<file path="config.mk">
export PLATFORM = sky130hd
export DESIGN_NAME = vm_change_dispenser
export DESIGN_NICKNAME = d
export VERILOG_FILES = /design/src/rtl/vm_change_dispenser_pkg.sv /design/src/rtl/vm_coin_inventory.sv /design/src/rtl/vm_change_dispenser.sv
export SDC_FILE = /design/constraint.sdc
export NUM_CORES = 1
export LEC_CHECK = 0
export ABC_CLOCK_PERIOD_IN_PS = 3050
export BUFFER_PORTS_ARGS = -buffer_cell sky130_fd_sc_hd__buf_2
export CORE_MARGIN = 2
export CORE_UTILIZATION = 50
export CTS_CLUSTER_DIAMETER = 40
export DETAILED_ROUTE_END_ITERATION = 8
export PLACE_DENSITY = 0.84
export SLEW_MARGIN = 20
export SYNTH_ARGS = -nofsm -noshare
export SYNTH_HDL_FRONTEND = slang
export SYNTH_HIERARCHICAL = 1
export SYNTH_SLANG_ARGS = --single-unit
export TNS_END_PERCENT = 20
</file>
<file path="constraint.sdc">
create_clock -name clk -period 3.05 [get_ports clk]
set_input_delay 0.4575 -clock clk [delete_from_list [all_inputs] [get_ports clk]]
set_output_delay 0.4575 -clock clk [all_outputs]
set_load 0.03 [all_outputs]
</file>
<file path="src/rtl/vm_change_dispenser_pkg.sv">
// Shared coin definitions and FSM encoding for the change dispenser.
// TOTAL_BITS_DEF matches the vending-machine core's amount width.
package vm_change_dispenser_pkg;

  localparam int TOTAL_BITS_DEF = 31;
  localparam int COIN_NUM       = 3;

  localparam int COIN_IDX_100  = 0;
  localparam int COIN_IDX_500  = 1;
  localparam int COIN_IDX_1000 = 2;

  localparam logic [COIN_NUM-1:0] SEL_100  = 3'b001;
  localparam logic [COIN_NUM-1:0] SEL_500  = 3'b010;
  localparam logic [COIN_NUM-1:0] SEL_1000 = 3'b100;

  localparam int unsigned VAL_100  = 100;
  localparam int unsigned VAL_500  = 500;
  localparam int unsigned VAL_1000 = 1000;

  typedef enum logic [1:0] {
    ST_IDLE     = 2'd0,
    ST_SELECT   = 2'd1,
    ST_DISPENSE = 2'd2,
    ST_DONE     = 2'd3
  } state_t;

endpackage

</file>
<file path="src/rtl/vm_coin_inventory.sv">
// Three saturating up/down coin counters; inc and dec of the same type
// in one cycle cancel out.
module vm_coin_inventory
  import vm_change_dispenser_pkg::*;
#(
  parameter int CNT_BITS   = 8,
  parameter int INIT_COUNT = 8
) (
  input  logic                               clk,
  input  logic                               reset_n,
  input  logic [COIN_NUM-1:0]                inc,
  input  logic [COIN_NUM-1:0]                dec,
  output logic [COIN_NUM-1:0][CNT_BITS-1:0]  count,
  output logic [COIN_NUM-1:0]                empty
);

  localparam logic [CNT_BITS-1:0] CNT_MAX  = '1;
  localparam logic [CNT_BITS-1:0] CNT_INIT = CNT_BITS'(INIT_COUNT);

  always_ff @(posedge clk) begin
    for (int i = 0; i < COIN_NUM; i++) begin
      if (!reset_n) begin
        count[i] <= CNT_INIT;
      end else if (inc[i] && !dec[i] && count[i] != CNT_MAX) begin
        count[i] <= count[i] + 1'b1;
      end else if (dec[i] && !inc[i] && count[i] != '0) begin
        count[i] <= count[i] - 1'b1;
      end
    end
  end

  always_comb begin
    empty = '0;
    for (int i = 0; i < COIN_NUM; i++) begin
      empty[i] = (count[i] == '0);
    end
  end

endmodule

</file>
<file path="src/rtl/vm_change_dispenser.sv">
// Greedy 1000/500/100 change dispenser driving a coin hopper one coin at a
// time. Handshake: o_coin_valid rises with a stable o_coin_sel and stays up
// until i_coin_ack is sampled high (or the ack timer expires); a request is
// taken on any edge with i_req_valid & o_req_ready.
module vm_change_dispenser
  import vm_change_dispenser_pkg::*;
#(
  parameter int TOTAL_BITS  = TOTAL_BITS_DEF,
  parameter int CNT_BITS    = 8,
  parameter int INIT_COUNT  = 8,
  parameter int ACK_TIMEOUT = 15
) (
  input  logic                  clk,
  input  logic                  reset_n,
  input  logic                  i_req_valid,
  output logic                  o_req_ready,
  input  logic [TOTAL_BITS-1:0] i_req_amount,
  input  logic [COIN_NUM-1:0]   i_refill_coin,
  output logic                  o_coin_valid,
  output logic [COIN_NUM-1:0]   o_coin_sel,
  input  logic                  i_coin_ack,
  output logic                  o_done,
  output logic                  o_short,
  output logic [TOTAL_BITS-1:0] o_short_amount,
  output logic                  o_fault,
  output logic [COIN_NUM-1:0]   o_empty
);

  localparam int TIMER_BITS = (ACK_TIMEOUT < 1) ? 1 : $clog2(ACK_TIMEOUT + 1);
  localparam logic [TIMER_BITS-1:0] TIMER_LIMIT = TIMER_BITS'(ACK_TIMEOUT);
  localparam logic [TOTAL_BITS-1:0] V100  = TOTAL_BITS'(VAL_100);
  localparam logic [TOTAL_BITS-1:0] V500  = TOTAL_BITS'(VAL_500);
  localparam logic [TOTAL_BITS-1:0] V1000 = TOTAL_BITS'(VAL_1000);

  state_t                  state_q, state_d;
  logic [TOTAL_BITS-1:0]   remaining_q, remaining_d;
  logic [COIN_NUM-1:0]     sel_q, sel_d;
  logic                    short_q, short_d;
  logic [TOTAL_BITS-1:0]   short_amt_q, short_amt_d;
  logic [TIMER_BITS-1:0]   timer_q, timer_d;
  logic                    fault_q, fault_d;

  logic [COIN_NUM-1:0]                inv_dec;
  logic [COIN_NUM-1:0][CNT_BITS-1:0]  inv_count;
  logic [COIN_NUM-1:0]                inv_empty;
  logic [COIN_NUM-1:0]                pick_sel;
  logic [TOTAL_BITS-1:0]              sel_value;

  vm_coin_inventory #(
    .CNT_BITS   (CNT_BITS),
    .INIT_COUNT (INIT_COUNT)
  ) u_inv (
    .clk     (clk),
    .reset_n (reset_n),
    .inc     (i_refill_coin),
    .dec     (inv_dec),
    .count   (inv_count),
    .empty   (inv_empty)
  );

  // Largest coin that fits the remainder and is in stock.
  always_comb begin
    pick_sel = '0;
    if (remaining_q >= V1000 && !inv_empty[COIN_IDX_1000]) begin
      pick_sel = SEL_1000;
    end else if (remaining_q >= V500 && !inv_empty[COIN_IDX_500]) begin
      pick_sel = SEL_500;
    end else if (remaining_q >= V100 && !inv_empty[COIN_IDX_100]) begin
      pick_sel = SEL_100;
    end
  end

  always_comb begin
    sel_value = '0;
    case (sel_q)
      SEL_100:  sel_value = V100;
      SEL_500:  sel_value = V500;
      SEL_1000: sel_value = V1000;
      default:  sel_value = '0;
    endcase
  end

  always_ff @(posedge clk) begin
    if (!reset_n) begin
      state_q     <= ST_IDLE;
      remaining_q <= '0;
      sel_q       <= '0;
      short_q     <= 1'b0;
      short_amt_q <= '0;
      timer_q     <= '0;
      fault_q     <= 1'b0;
    end else begin
      state_q     <= state_d;
      remaining_q <= remaining_d;
      sel_q       <= sel_d;
      short_q     <= short_d;
      short_amt_q <= short_amt_d;
      timer_q     <= timer_d;
      fault_q     <= fault_d;
    end
  end

  always_comb begin
    state_d     = state_q;
    remaining_d = remaining_q;
    sel_d       = sel_q;
    short_d     = short_q;
    short_amt_d = short_amt_q;
    timer_d     = timer_q;
    fault_d     = fault_q;
    inv_dec     = '0;
    case (state_q)
      ST_IDLE: begin
        if (i_req_valid) begin
          remaining_d = i_req_amount;
          short_d     = 1'b0;
          short_amt_d = '0;
          state_d     = ST_SELECT;
        end
      end
      ST_SELECT: begin
        timer_d = '0;
        if (pick_sel != '0) begin
          sel_d   = pick_sel;
          state_d = ST_DISPENSE;
        end else begin
          sel_d       = '0;
          short_d     = (remaining_q != '0);
          short_amt_d = remaining_q;
          state_d     = ST_DONE;
        end
      end
      ST_DISPENSE: begin
        // An ack on the last timer cycle still counts as a paid coin.
        if (i_coin_ack) begin
          inv_dec     = sel_q;
          remaining_d = remaining_q - sel_value;
          state_d     = ST_SELECT;
        end else if (timer_q == TIMER_LIMIT) begin
          fault_d     = 1'b1;
          short_d     = 1'b1;
          short_amt_d = remaining_q;
          state_d     = ST_DONE;
        end else begin
          timer_d = timer_q + 1'b1;
        end
      end
      ST_DONE: begin
        state_d = ST_IDLE;
      end
      default: begin
        state_d = ST_IDLE;
      end
    endcase
  end

  assign o_req_ready    = (state_q == ST_IDLE);
  assign o_coin_valid   = (state_q == ST_DISPENSE);
  assign o_coin_sel     = (state_q == ST_DISPENSE) ? sel_q : '0;
  assign o_done         = (state_q == ST_DONE);
  assign o_short        = (state_q == ST_DONE) && short_q;
  assign o_short_amount = ((state_q == ST_DONE) && short_q) ? short_amt_q : '0;
  assign o_fault        = fault_q;
  assign o_empty        = inv_empty;

endmodule

</file>
# After elaboration in Yosys (flattened, before gate mapping)
# Cells that the tools add are included.
# W data, S select, Z words.
[totals]
reg_bits = 97
latchBits = 0
mem_bits_rw = 0
mem_bits_ro = 0
out_inout_bits = 42
word_cells = 120
n_memories = 0
[op_classes]
add_sub_neg = 8
mul = 0
div = 0
order_cmp = 3
n_eq_ne = 17
n_shift = 0
mux = 36
bitwise = 1
n_reduce_logical = 45
[ops]
columns = ["op", "count"]
rows = [
  ["$mux W31", 7],
  ["$pmux W31 S3", 1],
  ["$pmux W31 S2", 1],
  ["$mux W8", 6],
  ["$ge A31 B10 Y1 const B", 1],
  ["$ge A31 B7 Y1 const B", 1],
  ["$ge A31 B9 Y1 const B", 1],
  ["$reduce_bool A31 Y1", 1],
  ["$sub A31 B31 Y31", 1],
  ["$pmux W10 S3", 1],
  ["$add A8 B1 Y8 const B", 3],
  ["$logic_not A8 Y1", 3],
  ["$ne A8 B8 Y1 const B", 3],
  ["$reduce_bool A8 Y1", 3],
  ["$sub A8 B1 Y8 const B", 3],
  ["$logic_and A1 B1 Y1", 16],
  ["$mux W3", 5],
  ["$reduce_bool A2 Y1", 5],
  ["$logic_not A1 Y1", 9],
  ["$reduce_and A3 Y1", 3],
  ["$mux W2", 4],
  ["$mux W4", 2],
  ["$ne A2 B2 Y1 const B", 4],
  ["$pmux W2 S4", 1],
  ["17 further kinds", 25],
]

# Logic depth before layout (Yosys ltp)
[logic_depth]
depth_word = 9
mapped_depth = 14
ltp_nobuf = 11

# Modules after synthesis
# Netlist, hierarchy kept.
[modules_own_cells]
columns = ["mod", "instances", "cells_each", "area_per_inst_um2", "seq_area_each_um2"]
rows = [
  ["vm_change_dispenser", 1, 566, 4434.3, 1461.4],
  ["vm_coin_inventory", 1, 231, 1964.4, 480.5],
]

# Worst setup path after synthesis
# Ideal clock, no wire load.
[synth_timing]
path_kind = "register -> register"
start = "register state_q[0]"
end = "register u_inv/count[7] (netlist name)"
setup_time_ns = 0.095
arrival_ns = 3.314
path_slack_ns = -0.359
stages_incl_launch_ff = 15
path_buffers = 3
period_less_slack_ns = 3.409
path_cell_list = "dfxtp_1 > inv_1 > ha_1 > clkbuf_1 > clkbuf_1 > clkbuf_1 > and3_1 > inv_1 > o211ai_2 > ha_1 > a21o_1 > and4_1 > o211ai_1 > nand2_1 > o311ai_1"
[synth_via]
elab_chain_cells = 6
word_cells_on_any_way = 9
cone_classes = "eq/ne: 1; mux: 2; reduce/logical: 6"
[synth_lines]
columns = ["element", "line_no", "text"]
rows = [
  ["from (decl)", "vm_change_dispenser.sv:35", "state_t state_q, state_d;"],
  ["from (signal assigned)", "vm_change_dispenser.sv:93", "state_q <= state_d;"],
  ["$eq A2 B2 Y1 *", "n/a", ""],
  ["net o_coin_valid", "vm_change_dispenser.sv:19", "output logic o_coin_valid,"],
  ["$mux W3 *", "vm_change_dispenser.sv:112", "case (state_q)"],
  ["net inv_dec[0]", "vm_change_dispenser.sv:43", "logic [COIN_NUM-1:0] inv_dec;"],
  ["$logic_not A1 Y1", "vm_coin_inventory.sv:24", "end else if (inc[i] && !dec[i] && count[i] != CNT_MAX) begin"],
  ["$logic_and A1 B1 Y1 (2 in series)", "vm_coin_inventory.sv:24", ""],
  ["$mux W8 / $reduce_bool A2 Y1 (equally long branches)", "n/a", ""],
  ["to (signal, indexed assignment)", "vm_coin_inventory.sv:25", "count[i] <= count[i] + 1'b1;"],
  ["to (signal, indexed assignment)", "vm_coin_inventory.sv:27", "count[i] <= count[i] - 1'b1;"],
  ["to (decl)", "vm_coin_inventory.sv:13", "output logic [COIN_NUM-1:0][CNT_BITS-1:0] count,"],
]
# The timed path passes the listed nets; every way through them passes the cells marked *.
# A chain may end at the register's enable or synchronous reset.

# Worst setup path after layout
[layout_timing]
start = "register sel_q[0]"
end = "register remaining_q[21]"
[layout_via]
elab_chain_cells = 5
word_cells_on_any_way = 7
cone_classes = "add/sub: 1; eq/ne: 3; mux: 3"
[layout_lines]
columns = ["element", "line_no", "text"]
rows = [
  ["from (decl)", "vm_change_dispenser.sv:37", "logic [COIN_NUM-1:0] sel_q, sel_d;"],
  ["from (signal assigned)", "vm_change_dispenser.sv:95", "sel_q <= sel_d;"],
  ["$eq A3 B3 Y1, or another cell as far along", "vm_change_dispenser.sv:75", "case (sel_q)"],
  ["$pmux W10 S3 *", "vm_change_dispenser.sv:75", ""],
  ["$sub A31 B31 Y31 *", "vm_change_dispenser.sv:137", "remaining_d = remaining_q - sel_value;"],
  ["$mux W31 *", "vm_change_dispenser.sv:135", "if (i_coin_ack) begin"],
  ["$pmux W31 S2 *", "vm_change_dispenser.sv:112", ""],
  ["to (signal assigned)", "vm_change_dispenser.sv:94", "remaining_q <= remaining_d;"],
  ["to (decl)", "vm_change_dispenser.sv:36", "logic [TOTAL_BITS-1:0] remaining_q, remaining_d;"],
]
# Mark *: on every way between the ends. The rest lies on a longest branch, timed or not. The select of a mux whose other input is x is not followed.

==> results by group <==
STA
  – Final hold violations: 0
  – RSZ-0062 raised after global routing: yes
  – Worst hold margin: 0.3611 ns
  – Post-route setup slack: 0.07236 ns
  – Final min period: 2.978 ns
  – Final Setup Violations: 0
  – Fin. max-slew vios: 0
  – Slew Limit Headroom: 43.09%
  – Fmax: 335.8 MHz
  – Clk_skew: 0.01226 ns
  – Worst-Margin Slew: 0.8524 ns
  – Fin crit share: 97.63%

Global routing
  – Largest net degree at the start of global routing: 47
  – Vias in the first global route: 5758
  – GRT Overall Usage: 25.08%
  – Initial antenna violation count: 0
  – First-pass GRT wire length: 27410 um
  – GR Overflow Total: 0

Logic synthesis
  – Synthesized area: 6399 um^2
  – Share of the synthesized area in the top cell type: 30.35%
  – Mapped Cells: 797
  – Async SR Flop Fraction: 0%
  – Ys Warns: 6
  – #FFs+latches synth: 97
  – Syn Area/Cell: 8.028 um^2
  – EDFF count, synth: 0
  – Most common flop cell mapped by yosys: dfxtp_1
  – Syn nets: 871
  – Top area cells in the synthesized netlist: dfxtp_1, nand2_1, mux2i_1
  – Register area share after synthesis: 30.35%
  – Area leader, netlist: dfxtp_1
  – Post-synthesis cell type count: 70

Power
  – Switch share: 45.88%
  – Leakage power: 0.003303 uW
  – Total Power: 6913 uW
  – Int Power: 3741 uW
  – Worst VDD drop: 0.0004684 V
  – Clk pwr share: 15.9%
  – Sw Pwr: 3172 uW
  – PD cells: 944.9 nW/um^2
  – Sequential Power Share: 28.2%
  – Comb pwr share: 55.9%

Routing
  – Vias: 6121
  – Met1 wire length: 7254 um
  – Starting DRT DRC Count: 592
  – Top Layer Used: met4
  – DRT Pass-1 Iters: 5
  – Antenna Nets Post-Route: 0
  – Routed wire length: 16570 um
  – Met3 wire len: 1103 um
  – DR vias/cell: 5.857
  – Wire length on met2: 7810 um
  – Per-cell routed wire length: 15.86 um
  – # DRC: 0

Clock tree
  – Reg clk slew, reported paths: 0.07 ns
  – Latest clock arrival within the worst-skew pair: 0.36 ns
  – Sink count of the clock tree: 97
  – Clock buffer depth: 2
  – Root Buffer Master: clkbuf_16
  – Total CTS buffers: 9
  – CTS tree: yes
  – Htree depth: 3

Floorplan
  – Starting Density: 50.91%
  – Die Wd: 117.1 um
  – Die area: 13720 um^2
  – Num ports: 80
  – Die height: 117.1 um
  – Site Rows: 41
  – CORE AREA: 12570 um^2

Setup path
  – WP data required: 3.34 ns
  – Startpoint Class: flip-flop
  – Path type of the worst setup path: reg -> reg
  – CP delay by family, top: simple AND/OR/NAND/NOR gates
  – CP cell instances: or3b_2 -> nor2b_1 -> ha_1 -> a21o_1 -> a211oi_1 -> nand2_1 -> or4b_2 -> nor3_1 -> a21oi_1 -> o21ai_0
  – Kind of end point of the critical path: flip-flop
  – Critical path's largest stage delay: 0.63 ns
  – Crit path max fanout: 6
  – R2r setup slk: 0.07 ns
  – Worst Path Buf+Inv: 0
  – Crit path DAT: 3.27 ns
  – Critical-path top delay cell: or4b_2

Flow run
  – Max_cap viols: 0

Worst hold path
  – HP Class: in -> reg

Final layout
  – Most common cell after layout, fill and taps aside: nand2_1
  – Area grow syn2layout: 14.33%
  – Nets: 942
  – Commonest non-fill, non-tap cells in the layout: nand2_1, dfxtp_1, buf_2
  – Share of cells above drive strength 1: 16.61%
  – Ant. Diodes: 0

Placement
  – Routability cong.: 0.9334
  – Detailed-placement wirelength estimate: 12020 um
  – Port Buffer Count: 79
  – Post-Place Setup Slack: 0.1279 ns

Outcome
  – Outcome: completed
-- power groups by stage --
stage | clock network [uW] | logic [uW] | registers [uW]
detailed placement | 0 | 3770 | 1960
finish | 1100 | 3860 | 1950
CTS | 1110 | 3800 | 1930
global placement | 0 | 3680 | 1950
floorplan | 0 | 2880 | 1820
global route | 1160 | 4280 | 1990
-- worst reg2reg max path: stages, from the launching register on --
cell	delay, ns
dfxtp_1	0.37
or3b_2	0.49
nor2b_1	0.17
ha_1	0.30
a21o_1	0.19
a211oi_1	0.29
nand2_1	0.11
or4b_2	0.63
nor3_1	0.16
a21oi_1	0.06
o21ai_0	0.14
-- routing by layer --
layer	track usage, %	vias up
li1	-	3028
met1	32.15	2862
met2	41.04	198
met3	5.767	33
met4	9.961	0
met5	0	-
-- cell usage after synthesis, types with 3 or more instances --
| library cell | instances |
|---|---|
| nor4_1 | 3 |
| and4_1 | 3 |
| a21oi_1 | 47 |
| nor2b_1 | 18 |
| fa_1 | 4 |
| dfxtp_1 | 97 |
| inv_1 | 20 |
| a21o_1 | 13 |
| nand2b_1 | 11 |
| a211oi_1 | 10 |
| and2_1 | 5 |
| nor3b_1 | 5 |
| nand2_4 | 3 |
| buf_6 | 3 |
| nand3b_1 | 7 |
| a21boi_0 | 7 |
| nand4b_1 | 5 |
| o211ai_1 | 7 |
| o211a_1 | 6 |
| nand4_1 | 10 |
| and3_1 | 44 |
| nor2_1 | 51 |
| nor3_1 | 13 |
| o21a_1 | 7 |
| a31oi_1 | 10 |
| mux2i_1 | 41 |
| o21ai_0 | 33 |
| o21ai_4 | 3 |
| clkbuf_1 | 34 |
| a41oi_1 | 3 |
| ha_1 | 32 |
| a22oi_1 | 7 |
| nand2_1 | 118 |
| or4_4 | 8 |
| xnor2_1 | 15 |
| o21ai_1 | 3 |
| or3_1 | 8 |
| nand3_1 | 37 |
-- per-stage QoR --
| step | util (%) | instance area (um^2) | std cells | setup TNS [ns] |
|---|---|---|---|---|
| 4_1_cts | 58.11 | 7303 | 1045 | 0 |
| 2_1_floorplan | - | 6414 | 797 | -0.01824 |
| 3_5_place_dp | 55.86 | 7020 | 1029 | 0 |
| 5_1_grt | 58.21 | 7316 | 1045 | -0.07630 |
| 6_report | 58.21 | 7316 | 1045 | 0 |
| 3_3_place_gp | 55.86 | 7020 | 1029 | 0 |
-- path summary, 6_finish.rpt --
check / from / end / depth (start not counted)
setup / recovery: sel_q[0] / remaining_q[21] / 10
hold / removal: i_req_amount[0] / remaining_q[0] / 3
setup reg to reg: sel_q[0] / remaining_q[21] / 10
hold reg to reg: short_amt_q[1] / short_amt_q[1] / 2
-- layout make-up --
| type | count | area [um^2] |
|---|---|---|
| Fill cell | 1128 | 5253 |
| Multi-Input combinational cell | 639 | 4232 |
| Sequential cell | 97 | 1942 |
| Timing Repair Buffer | 100 | 565.5 |
| Clock buffer | 11 | 242.7 |
| Tap cell | 172 | 215.2 |
| Inverter | 21 | 78.83 |
| Clock inverter | 5 | 40.04 |
-- cell families (layout without fill, tap and decap cells) --
family                     count (synthesis)  count (layout)  synth area share (%)
and+or+nand+nor                          363             363                 29.78
xor gates and xnor gates                  17              17                 2.327
adders and majority gates                 36              36                 7.509
buffers and inverters                     61             137                 4.067
AOI/OAI and AO/OA                        180             180                 19.20
DFF                                       97              97                 30.35
muxes                                     43              43                 6.766
-- sequential cells by signal, summed over array words and instances, names as in the netlist --
signal       cells
o_fault          1
short_q          1
sel_q            3
short_amt_q     31
timer_q          4
remaining_q     31
state_q          2
u_inv/count     24
-- repair_timing --
| item | in CTS | in global routing |
|---|---|---|
| gates resized for setup | 0 | 3 |
| hold endpoints to repair | 0 | 0 |
| setup buffers | 0 | 0 |
| hold buffers | 0 | 0 |
| endpoints found under the setup margin | 0 | 11 |
(Power assumes the default switching activity.)
